`src/rtl/vga_pkg.sv`:
```
// Shared constants for the VGA pixel pipeline: colours,
// default active area and the bounce direction encoding.
package vga_pkg;

   localparam int H_ACTIVE_DEF = 1024;
   localparam int V_ACTIVE_DEF = 768;

   localparam logic [23:0] COL_BLANK = 24'h000000;
   localparam logic [23:0] COL_BG    = 24'hB93E06;
   localparam logic [23:0] COL_GRID  = 24'h000000;
   localparam logic [23:0] COL_BOX   = 24'hFFFFFF;

   typedef enum logic {
      DIR_INC = 1'b0,
      DIR_DEC = 1'b1
   } dir_e;

endpackage

```
`src/rtl/vga_bounce_axis.sv`:
```
// One axis of the bouncing box: position register plus
// a two-state direction FSM, advanced once per tick.
module vga_bounce_axis
   import vga_pkg::*;
#(
   parameter int W    = 11,
   parameter int LIM  = 960,
   parameter int STEP = 4
) (
   input  logic         clk,
   input  logic         reset,
   input  logic         tick,
   output logic [W-1:0] pos,
   output dir_e         dir
);

   localparam logic [11:0] LIM_X  = 12'(LIM);
   localparam logic [11:0] STEP_X = 12'(STEP);

   logic [W-1:0] pos_q, pos_d;
   dir_e         dir_q, dir_d;
   logic [11:0]  pos_x;

   always_ff @(posedge clk) begin
      if (reset) begin
         pos_q <= '0;
         dir_q <= DIR_INC;
      end else begin
         pos_q <= pos_d;
         dir_q <= dir_d;
      end
   end

   // Widened compares keep pos+STEP from wrapping near LIM.
   always_comb begin
      pos_d = pos_q;
      dir_d = dir_q;
      pos_x = 12'(pos_q);
      if (tick) begin
         unique case (dir_q)
            DIR_INC: begin
               if (pos_x + STEP_X >= LIM_X) begin
                  pos_d = W'(LIM);
                  dir_d = DIR_DEC;
               end else begin
                  pos_d = pos_q + W'(STEP);
               end
            end
            DIR_DEC: begin
               if (pos_x <= STEP_X) begin
                  pos_d = '0;
                  dir_d = DIR_INC;
               end else begin
                  pos_d = pos_q - W'(STEP);
               end
            end
            default: begin
               pos_d = pos_q;
               dir_d = dir_q;
            end
         endcase
      end
   end

   assign pos = pos_q;
   assign dir = dir_q;

endmodule

```
`src/rtl/vga_grid_render.sv`:
```
// Renders a grid with a bouncing box over incoming VGA
// timing; two register stages between syncs and rgb.
module vga_grid_render
   import vga_pkg::*;
#(
   parameter int H_ACTIVE = H_ACTIVE_DEF,
   parameter int V_ACTIVE = V_ACTIVE_DEF,
   parameter int GRID     = 48,
   parameter int BOX      = 64,
   parameter int STEP     = 4
) (
   input  logic        clk,
   input  logic        reset,
   input  logic        hs_in,
   input  logic        vs_in,
   input  logic        de_in,
   input  logic        pause,
   output logic        hs_out,
   output logic        vs_out,
   output logic        de_out,
   output logic [23:0] rgb
);

   logic        de_prev_q, vs_prev_q;
   logic [10:0] x_q, x_d, gx_q, gx_d;
   logic [9:0]  y_q, y_d, gy_q, gy_d;

   logic        s1_hs_q, s1_vs_q, s1_de_q;
   logic        s1_grid_q, s1_box_q;
   logic        s1_grid_d, s1_box_d;
   logic        s2_hs_q, s2_vs_q, s2_de_q;
   logic [23:0] s2_rgb_q, s2_rgb_d;

   logic        de_fall, vs_fall, tick;
   logic [10:0] box_x;
   logic [9:0]  box_y;
   dir_e        x_dir_unused, y_dir_unused;
   logic [11:0] px, py, bx_lo, bx_hi, by_lo, by_hi;

   assign de_fall = de_prev_q & ~de_in;
   assign vs_fall = vs_prev_q & ~vs_in;
   assign tick    = vs_fall & ~pause;

   vga_bounce_axis #(
      .W    (11),
      .LIM  (H_ACTIVE - BOX),
      .STEP (STEP)
   ) u_axis_x (
      .clk   (clk),
      .reset (reset),
      .tick  (tick),
      .pos   (box_x),
      .dir   (x_dir_unused)
   );

   vga_bounce_axis #(
      .W    (10),
      .LIM  (V_ACTIVE - BOX),
      .STEP (STEP)
   ) u_axis_y (
      .clk   (clk),
      .reset (reset),
      .tick  (tick),
      .pos   (box_y),
      .dir   (y_dir_unused)
   );

   // x_q/gx_q hold the coordinate of the current de-high pixel.
   always_comb begin
      x_d  = '0;
      gx_d = '0;
      if (de_in) begin
         x_d  = x_q + 11'd1;
         gx_d = (gx_q == 11'(GRID - 1)) ? '0 : gx_q + 11'd1;
      end
      y_d  = y_q;
      gy_d = gy_q;
      if (vs_fall) begin
         y_d  = '0;
         gy_d = '0;
      end else if (de_fall) begin
         y_d  = y_q + 10'd1;
         gy_d = (gy_q == 10'(GRID - 1)) ? '0 : gy_q + 10'd1;
      end
   end

   always_comb begin
      px    = 12'(x_q);
      py    = 12'(y_q);
      bx_lo = 12'(box_x);
      by_lo = 12'(box_y);
      bx_hi = bx_lo + 12'(BOX);
      by_hi = by_lo + 12'(BOX);
      s1_grid_d = (gx_q == '0) || (gy_q == '0);
      s1_box_d  = (px >= bx_lo) && (px < bx_hi) &&
                  (py >= by_lo) && (py < by_hi);
   end

   always_comb begin
      if (!s1_de_q) begin
         s2_rgb_d = COL_BLANK;
      end else if (s1_box_q) begin
         s2_rgb_d = COL_BOX;
      end else if (s1_grid_q) begin
         s2_rgb_d = COL_GRID;
      end else begin
         s2_rgb_d = COL_BG;
      end
   end

   always_ff @(posedge clk) begin
      if (reset) begin
         de_prev_q <= 1'b0;
         vs_prev_q <= 1'b1;
         x_q       <= '0;
         gx_q      <= '0;
         y_q       <= '0;
         gy_q      <= '0;
         s1_hs_q   <= 1'b1;
         s1_vs_q   <= 1'b1;
         s1_de_q   <= 1'b0;
         s1_grid_q <= 1'b0;
         s1_box_q  <= 1'b0;
         s2_hs_q   <= 1'b1;
         s2_vs_q   <= 1'b1;
         s2_de_q   <= 1'b0;
         s2_rgb_q  <= '0;
      end else begin
         de_prev_q <= de_in;
         vs_prev_q <= vs_in;
         x_q       <= x_d;
         gx_q      <= gx_d;
         y_q       <= y_d;
         gy_q      <= gy_d;
         s1_hs_q   <= hs_in;
         s1_vs_q   <= vs_in;
         s1_de_q   <= de_in;
         s1_grid_q <= s1_grid_d;
         s1_box_q  <= s1_box_d;
         s2_hs_q   <= s1_hs_q;
         s2_vs_q   <= s1_vs_q;
         s2_de_q   <= s1_de_q;
         s2_rgb_q  <= s2_rgb_d;
      end
   end

   assign hs_out = s2_hs_q;
   assign vs_out = s2_vs_q;
   assign de_out = s2_de_q;
   assign rgb    = s2_rgb_q;

endmodule

```
`config.mk`:
```
export PLATFORM = sky130hd
export DESIGN_NAME = vga_grid_render
export DESIGN_NICKNAME = d
export VERILOG_FILES = /design/src/rtl/vga_pkg.sv /design/src/rtl/vga_bounce_axis.sv /design/src/rtl/vga_grid_render.sv
export SDC_FILE = /design/constraint.sdc
export NUM_CORES = 1
export LEC_CHECK = 0
export ABC_AREA = 1
export BUFFER_PORTS_ARGS = -buffer_cell sky130_fd_sc_hd__buf_2
export CELL_PAD_IN_SITES_DETAIL_PLACEMENT = 1
export CELL_PAD_IN_SITES_GLOBAL_PLACEMENT = 1
export CORE_ASPECT_RATIO = 0.5
export CORE_MARGIN = 2
export CORE_UTILIZATION = 45
export CTS_BUF_LIST = sky130_fd_sc_hd__clkbuf_8
export DETAILED_ROUTE_END_ITERATION = 8
export PLACE_DENSITY = 0.92
export SLEW_MARGIN = 20
export SYNTH_ARGS = -nofsm -noshare
export SYNTH_HDL_FRONTEND = slang
export SYNTH_SLANG_ARGS = --single-unit
```
`constraint.sdc`:
```
create_clock -name clk -period 1.9 [get_ports clk]
set_input_delay 0.095 -clock clk [delete_from_list [all_inputs] [get_ports clk]]
set_output_delay 0.095 -clock clk [all_outputs]
set_load 0.005 [all_outputs]
```
==> results of run 1 <==
-- state kept, by name, summed over array words and instances (netlist names), 2 cells and up --
| name | flops |
|---|---|
| u_axis_x.pos | 9 |
| gy_q | 10 |
| rgb | 2 |
| u_axis_y.pos | 8 |
| x_q | 11 |
| y_q | 10 |
| gx_q | 11 |
-- worst reg2reg max path, cell delays in order, from the launching register on --
cell and delay (ns):
dfxtp_4 0.38, inv_2 0.08, ha_1 0.31, inv_2 0.08, ha_4 0.20, a21oi_2 0.14
o21a_1 0.18, nor2_1 0.07, nor2_1 0.09, nand4_1 0.10, nor3_1 0.18
-- metrics by stage --
step | area [um2] | total power, mW
floorplan | 4770 | 1.94
global placement | 4980 | 2.04
detailed placement | 4980 | 2.07
CTS | 5160 | 3.12
global route | 5230 | 3.27
finish | 5230 | 3.15
-- area by class of cell --
| class | instances | area share |
|---|---|---|
| Multi-Input combinational cell | 481 | 0.538 |
| Tap cell | 140 | 0.0335 |
| Inverter | 91 | 0.0654 |
| Timing Repair Buffer | 50 | 0.0575 |
| Clock inverter | 6 | 0.00622 |
| Sequential cell | 71 | 0.275 |
| Clock buffer | 9 | 0.0237 |
-- Yosys cell counts, types with 2 or more instances --
master	instances	area (um2)
nand2_1	129	484
inv_1	77	289
dfxtp_1	71	1420
nor2_1	69	259
a21oi_1	57	285
ha_1	44	551
nand3_1	37	185
o21ai_0	33	165
buf_4	26	195
xor2_1	20	175
nor3_1	17	85.1
nand4_1	16	100
inv_2	13	48.8
nor2_2	6	37.5
nand2_2	5	31.3
nor3_2	5	50.1
a21oi_2	4	35.0
a31oi_1	4	25.0
nor3b_1	4	30.0
o21ai_1	4	20.0
xnor2_1	4	35.0
nand3_2	3	30.0
o211ai_1	3	22.5
o21a_1	3	22.5
or2_2	3	18.8
buf_2	2	10.0
buf_6	2	22.5
clkbuf_1	2	7.51
nor4_2	2	25.0
-- logic make-up (layout without fill, tap and decap cells) --
family          after synthesis  in the layout  share of synthesized area
flops                        71             71                      0.298
compound gates              111            111                      0.126
buf+inv                     124            156                      0.124
fa+ha+maj                    44             44                      0.115
xor+xnor                     24             24                     0.0441
simple gates                302            302                      0.293
-- power groups by stage --
| stage | clock [mW] | sequential (mW) | combinational, mW |
|---|---|---|---|
| after global placement | 0 | 1.60 | 0.443 |
| after detailed placement | 0 | 1.60 | 0.469 |
| after global routing | 1.13 | 1.58 | 0.566 |
| after CTS | 1.06 | 1.57 | 0.490 |
| final | 1.06 | 1.57 | 0.512 |
| after floorplan | 0 | 1.59 | 0.352 |
-- routing by layer --
layer,part of all wire,track usage,wire length [um],vias to the layer above
li1,-,-,-,2238
met3,0.045,0.0577,651,33
met2,0.50,0.444,7210,117
met4,0.021,0.0810,301,0
met1,0.43,0.308,6170,2252
met5,0,0,0,-
-- timing repair --
action                                  CTS  global route
cloned                                    0             0
hold endpoints to repair                  2             0
pin swaps                                 0             2
hold buffers                              2             0
resized for setup                         2            22
endpoints found under the setup margin    1            14
-- cells in the final DEF (no fill, tap or decap), types with 19 or more instances in the layout --
master,n
nand2_1,128
buf_2,32
o21ai_0,33
ha_1,41
a21oi_1,56
nand3_1,36
nor2_1,68
dfxtp_1,61
inv_1,78
xor2_1,19
-- worst paths after layout --
path / slack, ns / depth (start not counted) / from / to
worst min register to register: 0.41 / 1 / s1_hs_q$_SDFF_PP1_ / hs_out$_SDFF_PP1_
worst min-delay path: 0.17 / 2 / reset / u_axis_y.pos[2]$_SDFFE_PP0P_
worst max-delay path: -0.004 / 10 / u_axis_x.pos[6]$_SDFFE_PP0P_ / s1_box_q$_SDFF_PP0_
worst max register to register: -0.004 / 10 / u_axis_x.pos[6]$_SDFFE_PP0P_ / s1_box_q$_SDFF_PP0_
==> results by stage, run 1 <==
Placement:
- The number of placed instances, taps included, is between 800 and 900.
- The detailed-placement wirelength estimate is approximately 9800 um.
- The congestion estimate from routability-driven global placement came to around 0.89.
- The quantity of I/O buffers inserted on ports is 32.
- The pre-CTS setup slack is between 0.08 and 0.09 ns.

GRT:
- The via count of the first global-routing pass is 4745.
- The wire length of the first global-routing pass is between 20000 and 25000 um.
- After global routing the overflow that remains totals 0.
- The global router's overall resource usage is 0.253.
- Entering global routing, the biggest net connects 20 pins.
- The initial antenna violation count was 0.

Power:
- In this run the power spent charging and discharging nets is approximately 0.99 mW.
- Cell internal power was estimated by the tool at about 2.2 mW.
- The total power divided by cell area is about 600 nW/um2.
- The sequential share of power is 0.500.
- The share of total power dissipated in combinational logic is 0.163.
- The switching share of power is 0.315.
- The proportion of power drawn by the clock network is 0.338.
- The largest vdd supply drop is about 0.00029 V.
- Summed over all cells, the static leakage comes to 2.34 nW.

Cells and area:
- The post-layout net count is 754.
- The share of cells above drive strength 1 is 0.178.
- The final cell count without fillers is 848.
- The share of the core filled with cells is 0.510.
- The area occupied by registers is 1440 um2.
- The layout overhead on the synthesized area is 9.60%.
- The multi-input gate area in the final layout is 2810 um2.
- The number of fillers in the final layout is around 1400.
- The final antenna diode count is 0.

STA:
- Setup violations remaining at the end of the flow were counted as 1.
- The hold violation total from the final report came to 0.
- For the pin with the worst max-slew slack, the measured transition is around 0.55 ns.
- The final number of max-transition violations was 0.
- Of the available clock period, the critical path in the final layout requires 1.00.
- Subtracting the final worst setup slack from the clock period gives around 1.9 ns.
- The clock skew is 0.0144 ns.
- Final hold analysis gives a worst-case slack of about 0.17 ns.
- Setup repair after global routing could not meet its margin everywhere.
- The final critical-path setup slack is -0.00377 ns.
- Headroom to the max-slew limit came out at 0.628.
- The summed negative setup slack over all endpoints is -0.00377 ns.
- The maximum clock frequency is 0.525 GHz.

Die:
- The x dimension of the die is ~150 um.
- The total I/O pin count is 33.
- The number of standard-cell rows in the floorplan is 26.
- The die is roughly 77 um tall.
- The standard cell core area is ~10000 um2.
- The effective utilization at floorplan is 0.465.
- The floorplan step defined a die boundary enclosing around 11000 um2.

Routing:
- After detailed routing, the number of vias per cell comes to roughly 5.5.
- The wire length reported by the detailed router is roughly 14000 um.
- The number of antenna-violating nets in the routed design is 0.
- The routed wire length per instance is 16.9 um.
- The number of optimization iterations in the first detailed-route pass is 4.
- The count of unresolved DRC violations after routing is 0.
- The vias after detailed routing is 4640.
- For this block, the initial DRC count from the detailed router was around 250.

Setup path:
- The longest individual stage delay on the worst path is about 0.38 ns.
- In this design, the largest share of critical-path delay is due to adder cells.
- The critical path startpoint category is a flip-flop.
- Together, buffers and inverters on the worst path number 2.
- Along the worst path, the maximum fanout reaches 7.
- Data arrives at the worst endpoint at ~2.2 ns.
- The slowest stage of the critical path is the dfxtp_4 cell.
- The worst path required time is 2.19 ns.
- The signal on the critical path passes through inv_2, ha_1, inv_2, ha_4, a21oi_2, o21a_1, nor2_1, nor2_1, nand4_1, nor3_1.
- The critical path capture point type is a flip-flop.
- The path type of the worst setup path is reg -> reg.

Clocking:
- The clock tree from TritonCTS is built.
- Buffers added to address setup during post-CTS repair amount to 0.
- The library cell used as clock root buffer is clkbuf_8.
- The clock passes through at most 2 buffers.
- The clock sink total is around 70.
- The H-tree depth is 3.
- The number of buffers created by CTS is 9.
- The clock reaches the later pin of the worst-skew pair after 0.37 ns.
- The clock slew seen by the registers of the worst setup and hold paths is roughly 0.090 ns.

Synth:
- The mean area per synthesized cell is a little over 7 um2.
- For this run, the leading register cell type out of synthesis is dfxtp_1.
- Synthesis inferred 71 register bits.
- The number of instances in the synthesized netlist is approximately 680.
- For this run, the number of Yosys warnings is 0.
- The sequential element share of the synthesized area is 0.298.
- The share of synthesized registers carrying an async set or reset is 0.
- In this run, distinct cell masters in the synthesized netlist total 40.
- The count of flip-flops with a built-in enable after synthesis is 0.
- The number of nets in the synthesized netlist is around 730.
- The area of the mapped netlist is ~4800 um2.

Run status:
- The final reports fail on setup timing.
- The run finished, with violations left.

Job:
- Across the run, the number of max-cap violations was 0.

Worst hold path:
- The class of the worst hold path is in -> reg.
Note: power is estimated with default switching activity, not from simulation.
==> run 2, diff against run 1 <==
--- a/config.mk
+++ b/config.mk
@@ -14,8 +14,9 @@
 export CORE_UTILIZATION = 45
 export CTS_BUF_LIST = sky130_fd_sc_hd__clkbuf_8
 export DETAILED_ROUTE_END_ITERATION = 8
-export PLACE_DENSITY = 0.92
+export PLACE_DENSITY = 0.93
 export SLEW_MARGIN = 20
 export SYNTH_ARGS = -nofsm -noshare
 export SYNTH_HDL_FRONTEND = slang
+export SYNTH_HIERARCHICAL = 1
 export SYNTH_SLANG_ARGS = --single-unit
==> results by stage, run 2 <==
Run status:
- The flow ran to the end, but the final reports show violations.
- The final reports fail on setup timing.

Setup path:
- The worst path required time is around 2.2 ns.
- The number of cells on the worst reg-to-reg path is 10.
- The signal on the critical path passes through ha_2, nand2_1, o21ai_1, o21ai_1, ha_1, nand3_1, nand2_1, nor2_1, nand3_1, nor2_1.
- For the worst setup path, the data arrival time is 2.26 ns.
- STA classifies the critical path endpoint as a flip-flop.
- The critical path contains buffers and inverters numbering 0 combined.
- The register-to-register setup slack is -0.06 ns.
- The setup path with the least slack is of type reg -> reg.
- The highest fanout seen on the critical path is 7.
- The longest individual stage delay on the worst path is approximately 0.41 ns.
- The kind of cell with the highest combined delay along the critical path is simple AND/OR/NAND/NOR gates.
- STA classifies the critical path startpoint as a flip-flop.
- The worst register-to-register path begins at u_axis_x/pos[6]$_SDFFE_PP0P_.
- On the critical path, the stage with the largest delay is an instance of dfxtp_4.
- In this run the critical register-to-register path is captured at s1_box_q$_SDFF_PP0_.

Cells and area:
- The area growth from synthesis to layout is 8.64%.
- After the last flow step, the layout net total stands at approximately 850.
- Counting the fill cells in the layout gives between 1500 and 2000.
- The area occupied by registers is approximately 1400 um2.
- At the end of the flow the core is filled with cells to 0.505.
- The multi-input combinational cells in the finished layout cover a total of 3030 um2.
- The final antenna diode count is 0.
- The library cells used most frequently in the layout, excluding fill and tap cells, are nand2_1, inv_1, nor2_1.
- The final cell count without fillers is between 900 and 1000.
- The share of cells above drive strength 1 is 0.143.
- The largest registers in the layout are gx_q x11, x_q x11.
- The most common library cell in the layout ignoring fill and taps is nand2_1.

Synth:
- The share of synthesized area in the top cell type comes to 0.276.
- The post-synthesis compound-gate area fraction came to 0.112.
- The leading register cell type out of synthesis is dfxtp_1.
- In the synthesized netlist the async set-or-reset flop fraction comes to 0.
- The most common cell in the synthesized netlist is nand2_1.
- After synthesis the netlist holds a flip-flop and latch count of 71.
- The fraction of synthesized cell area in xor and xnor cells is 0.0340.
- The largest family of logic cells by synthesized area is simple AND/OR/NAND/NOR gates.
- The basic-gate share of the synthesized area counting and, or, nand and nor cells is 0.330.
- The share of the Yosys chip area taken by registers is 0.276.
- The library cell with the largest summed area after synthesis is dfxtp_1.
- The number of instances in the synthesized netlist is 773.
- The share of cell area taken by muxes after synthesis is 0.
- The post-synthesis share of cell area spent on full adders, half adders and majority gates is 0.107.
- The number of warnings reported in the yosys synthesis log is 6.
- By area the synthesized netlist is led by dfxtp_1, nand2_1, ha_1.
- The distinct cell type count after synthesis is 43.
- The mean area per synthesized cell is approximately 6.7 um2.
- After synthesis the cells add up to 5150 um2.
- Yosys mapped a number of flops with a built-in enable equal to 0.
- The commonest cells after synthesis are nand2_1, inv_1, nor2_1.

Die:
- For this configuration, the core starts out at a cell density of 0.465.
- The x dimension of the die is between 150 and 200 um.
- The standard cell core area is roughly 11000 um2.
- The die footprint is about 12000 um2.
- The number of standard-cell rows in the floorplan is 27.
- Pin placement for this block handled 33 I/O pins.
- The overall die height is between 70 and 80 um.

GRT:
- The total overflow left after global routing is 0.
- For this run, global-route usage on met1 was measured as 0.308.
- The most heavily used metal layer in global routing is met2.
- The maximum number of pins on one net before global-route repair is 15.
- The routing usage on met2 is 0.492.
- The initial antenna violation count is 0.
- The global routing met3 resource utilization is 0.0543.
- The first global-routing pass estimated about 27000 um of wire.
- The global router's overall resource usage is 0.273.
- The via count of the first global-routing pass is roughly 5500.

Clocking:
- The clock insertion delay at the later pin of the skew report is 0.37 ns.
- The clock tree from TritonCTS is built.
- The H-tree depth is 3.
- The clock sink total is slightly above 70.
- The buffer count from post-CTS setup fixing is 0.
- Counting the buffers created by CTS gives 9.
- The library cell used as clock root buffer is clkbuf_8.
- In this run the deepest clock path goes through 2 buffers.
- After clock tree synthesis, the clock-pin slew on the worst setup and hold paths is approximately 0.080 ns.

Power:
- The worst-case IR drop observed on VDD is between 0.0002 and 0.0003 V.
- After layout, the design draws a total of roughly 3.6 mW.
- The total power divided by cell area is 642 nW/um2.
- For this design the static power due to leakage is 2.60 nW.

STA:
- The final number of max-transition violations is 0.
- For this run, the top clock speed supported by timing is 0.511 GHz.
- The final setup violation count is 1.
- The final critical-path setup slack is -0.0558 ns.
- Subtracting the final worst setup slack from the clock period gives about 2.0 ns.
- The hold violation total from the final report came to 0.
- The clock skew is 0.0134 ns.
- Setup total negative slack on the finished layout was measured at -0.0558 ns.
- In the finished design, the share of the clock period the worst path needs comes to 1.03.

Worst hold path:
- The startpoint of the lowest-slack hold path is de_in.
- The worst hold path passes through 3 cells.
- The class of the worst hold path is in -> reg.
- The worst hold path endpoint is s1_de_q$_SDFF_PP0_.

Job:
- The max-capacitance violation count is 0.

Routing:
- The wire length reported by the detailed router is about 16000 um.
- The count of nets left with antenna violations once routing finished came out at 0.
- In the routed design, unresolved DRC markers number 0.
- The via-per-instance ratio is between 5 and 6.
- The number of optimization iterations in the first detailed-route pass is 5.
- The vias after detailed routing is approximately 5200.
- The routed wire length per instance is between 15 and 20 um.
- The detailed router finished its first iteration with 354 violations.

Placement:
- In this run the tool buffered the top-level ports with 32 buffer cells.
- The routability-driven placement congestion ratio is between 0.8 and 0.9.
- After detailed placement, the design holds a cell count of 927.
- The pre-CTS setup slack is between 0.01 and 0.015 ns.
- The detailed-placement wirelength estimate is 10900 um.
==> run 2: kinds of logic after synthesis <==
kind of cell	Yosys count
AOI/OAI and AO/OA	102
xor gates and xnor gates	20
adders and majority gates	44
buffers and inverters	162
DFF	71
other	2
and+or+nand+nor	372
==> run 2: layout make-up <==
cell class,count,area share
clock buffers,10,0.0246
clock inverters,6,0.0152
inverters,129,0.0869
multi-input cells,542,0.541
flip-flops and latches,71,0.257
well taps,145,0.0324
repair buffers,42,0.0429
==> run 2: through the flow <==
step | hold slack, ns | cell area (um2)
2_1_floorplan | 0.164 | 5160
3_3_place_gp | 0.278 | 5330
3_5_place_dp | 0.283 | 5330
4_1_cts | 0.0388 | 5580
5_1_grt | 0.0457 | 5600
6_report | 0.0482 | 5600
==> run 2: layer usage <==
metal | wire length (um) | vias up
li1 | - | 2481
met1 | 6910 | 2474
met2 | 8000 | 192
met3 | 748 | 71
met4 | 696 | 0
met5 | 0 | -
==> run 2: worst max path at each step <==
stage,cells after the start,endpoint,from
after global routing,10,s1_box_q$_SDFF_PP0_,u_axis_x/pos[6]$_SDFFE_PP0P_
after CTS,10,s1_box_q$_SDFF_PP0_,u_axis_x/pos[7]$_SDFFE_PP0P_
after floorplan,9,s1_box_q$_SDFF_PP0_,u_axis_x/pos[8]$_SDFFE_PP0P_
final,10,s1_box_q$_SDFF_PP0_,u_axis_x/pos[6]$_SDFFE_PP0P_
after global placement,10,u_axis_x/pos[6]$_SDFFE_PP0P_,u_axis_x/pos[7]$_SDFFE_PP0P_
after detailed placement,10,s1_box_q$_SDFF_PP0_,u_axis_x/pos[6]$_SDFFE_PP0P_
==> run 2: repair_timing <==
item	CTS	global route
gates cloned	0	0
endpoints found under the setup margin	1	7
pin swaps	0	2
resized for setup	4	10
hold endpoints to repair	2	0
hold buffers	2	0
==> run 2: power by group <==
part           switching (mW)  internal [mW]  total [mW]
logic                   0.388          0.200       0.587
registers              0.0591           1.53        1.59
clock network           0.649          0.771        1.42
total                    1.10           2.50        3.59
==> run 2: worst min-delay path: stages <==
cell	delay, ns
buf_2	0.10
inv_2	0.10
nor2_4	0.07
==> run 3, diff against run 2 <==
--- a/config.mk
+++ b/config.mk
@@ -11,10 +11,10 @@
 export CELL_PAD_IN_SITES_GLOBAL_PLACEMENT = 1
 export CORE_ASPECT_RATIO = 0.5
 export CORE_MARGIN = 2
-export CORE_UTILIZATION = 45
+export CORE_UTILIZATION = 46
 export CTS_BUF_LIST = sky130_fd_sc_hd__clkbuf_8
 export DETAILED_ROUTE_END_ITERATION = 8
-export PLACE_DENSITY = 0.93
+export PLACE_DENSITY = 0.94
 export SLEW_MARGIN = 20
 export SYNTH_ARGS = -nofsm -noshare
 export SYNTH_HDL_FRONTEND = slang
==> results by stage, run 3 (synthesis results as in run 2) <==
Cells and area:
- The area growth from synthesis to layout is 10.3%.
- The most common library cell in the layout ignoring fill and taps is nand2_1.
- The share of cells above drive strength 1 is 0.161.
- The final layout contains 842 nets.
- The layout has about 1500 filler cells.
- The final antenna diode count is 0.
- In the final layout, the registers with the most flip-flops are gx_q x11, x_q x11.
- In the layout the commonest cells are nand2_1, inv_1, nor2_1.

Routing:
- The routed wire length per instance is between 20 and 25 um.
- The number of antenna-violating nets in the routed design is 0.
- The detailed router finished its first iteration with roughly 430 violations.
- The vias after detailed routing is between 5000 and 6000.
- The wire length reported by the detailed router is 20400 um.
- The pre-antenna-repair detailed-routing pass consisted of 6 iterations.
- The count of unresolved DRC violations after routing is 0.
- The via-per-instance ratio is 6.00.

STA:
- The final number of max-transition violations is 0.
- After layout, the worst setup slack is -0.106 ns.
- In the finished design, the share of the clock period the worst path needs comes to 1.06.
- The hold violation total from the final report is 0.
- The worst path in the final design needs a cycle of roughly 2 ns, including I/O delays and setup.
- Setup violations remaining at the end of the flow were counted as 1.
- Setup repair after global routing could not meet its margin everywhere.
- Summed over all failing endpoints, the final setup total negative slack is -0.106 ns.
- Static timing analysis puts the maximum clock frequency at 0.498 GHz.
- The normalized max-slew margin is 0.672.
- The clock skew is roughly 0.021 ns.
- The transition time at the pin with the least slew margin is about 0.49 ns.

Setup path:
- The worst setup path is launched from a flip-flop.
- The path type of the worst setup path is reg -> reg.
- The worst path required time is 2.22 ns.
- The arrival time at the worst endpoint is roughly 2.3 ns.
- Along the worst path, the maximum fanout reaches 6.
- In this run the critical register-to-register path is launched from u_axis_x/pos[7]$_SDFFE_PP0P_.
- The critical path capture point type is a flip-flop.
- The logic depth of the worst register-to-register path is 11.
- The register-to-register setup slack is -0.11 ns.
- In this run the critical register-to-register path is captured at s1_box_q$_SDFF_PP0_.

Clocking:
- The H-tree was split into 3 levels.
- The tree is rooted in a clkbuf_8.
- TritonCTS built the clock tree.
- In this run, CTS created clock tree buffers numbering 9.
- The clock insertion delay at the later pin of the skew report is about 0.40 ns.
- The clock sink total is around 70.
- After clock tree synthesis, the clock-pin slew on the worst setup and hold paths is ~0.090 ns.
- The buffer depth of the longest clock path is 2.

GRT:
- The maximum number of pins on one net before global-route repair is 15.
- The initial antenna violation count is 0.
- The global router's overall resource usage is 0.315.
- The overall overflow remaining after global route is 0.
- The wire length of the first global-routing pass is slightly above 30000 um.
- The via count of the first global-routing pass is 5880.

Worst hold path:
- The class of the worst hold path is in -> reg.
- In this run the most critical hold path is launched from de_in.
- The worst hold path was traced through 3 stages.
- The worst hold path terminates at s1_de_q$_SDFF_PP0_.

Power:
- Of the total power, combinational logic draws 0.163.
- The proportion of power drawn by the clock network is 0.432.
- For this design the static power due to leakage is approximately 2.6 nW.
- The total power divided by cell area is 696 nW/um2.
- The switching power is about 1.2 mW.
- The completed layout was analyzed and its total power is 3.95 mW.
- Of the total power, the share spent switching nets is 0.313.
- Cell internal power was estimated by the tool at 2.72 mW.
- The share of total power dissipated in sequential elements is 0.406.
- The largest vdd supply drop is ~0.00032 V.

Die:
- The standard cell core area is 10900 um2.
- The initialized floorplan defines 27 standard-cell rows.
- The effective utilization at floorplan is 0.471.
- Measured along the x axis, the die boundary spans approximately 150 um.
- During I/O placement, the number of pins put on the boundary was 33.
- The floorplan step set the die height to roughly 79 um.
- The die footprint is 12100 um2.

Job:
- The max-capacitance violation count is 0.

Placement:
- The routability-driven placement congestion ratio is between 0.8 and 0.9.
- The quantity of I/O buffers inserted on ports is 32.
- OpenSTA, run right after detailed placement, puts the worst setup slack at -0.0146 ns.
- Detailed placement ended at an HPWL of about 11000 um.

Run status:
- The flow ran to the end, but the final reports show violations.
- The final reports fail on setup timing.
## run 3: metrics by stage
| stage | utilization | hold WS (ns) | instances | cell area [um2] |
|---|---|---|---|---|
| floorplan | - | 0.164 | 775 | 5160 |
| global route | 0.519 | 0.0628 | 942 | 5680 |
| CTS | 0.512 | 0.0307 | 942 | 5600 |
| detailed placement | 0.485 | 0.299 | 924 | 5310 |
| finish | 0.519 | 0.0585 | 942 | 5680 |
| global placement | 0.485 | 0.276 | 924 | 5310 |
## run 3: routing by layer
layer  wire length [um]  global-route usage
met1               7890               0.344
met3               1570              0.0813
met4               1380               0.211
met5                  0                   0
met2               9520               0.549
## run 3: worst max-delay path, stage by stage, from the launching register on
cell	delay, ns
dfxtp_4	0.42
ha_4	0.17
nand2_1	0.12
o21ai_1	0.19
o21ai_0	0.13
ha_1	0.20
inv_1	0.05
o21bai_1	0.12
nand3_1	0.13
nor2_2	0.14
nand3_1	0.10
nor2_1	0.16
## run 3: power by group through the flow
stage | sequential [mW] | clock (mW) | combinational (mW)
6_report | 1.60 | 1.71 | 0.643
5_1_grt | 1.61 | 1.77 | 0.692
4_1_cts | 1.59 | 1.66 | 0.558
3_5_place_dp | 1.62 | 0 | 0.527
3_3_place_gp | 1.62 | 0 | 0.496
2_1_floorplan | 1.60 | 0 | 0.410
## run 3: how the worst max path moves through the flow
stage                     slack [ns]             endpoint  depth (start not counted)                         start
final                          -0.11  s1_box_q$_SDFF_PP0_                         11  u_axis_x/pos[7]$_SDFFE_PP0P_
after global routing           -0.16  s1_box_q$_SDFF_PP0_                         11  u_axis_x/pos[6]$_SDFFE_PP0P_
after CTS                       0.07  s1_box_q$_SDFF_PP0_                         10  u_axis_y/pos[6]$_SDFFE_PP0P_
after detailed placement       -0.01  s1_box_q$_SDFF_PP0_                         10  u_axis_y/pos[6]$_SDFFE_PP0P_
after global placement          0.21  s1_box_q$_SDFF_PP0_                          9  u_axis_x/pos[8]$_SDFFE_PP0P_
after floorplan                 0.30  s1_box_q$_SDFF_PP0_                          9  u_axis_x/pos[8]$_SDFFE_PP0P_
## run 3: area by class of cell
type | instances | area [um2] | share of cell area
clock buffer | 12 | 165 | 0.0291
clock inverter | 4 | 98.8 | 0.0174
inverter | 129 | 487 | 0.0856
multi-input combinational | 542 | 3080 | 0.542
sequential | 71 | 1460 | 0.256
tap | 145 | 181 | 0.0319
timing repair buffer | 39 | 218 | 0.0383
## run 3: timing repair
item	in CTS	in global routing
endpoints found under the hold margin	2	0
hold buffers	2	0
setup buffers	0	0
setup endpoints to repair	1	18
gates resized for setup	5	31
pin swaps	0	1
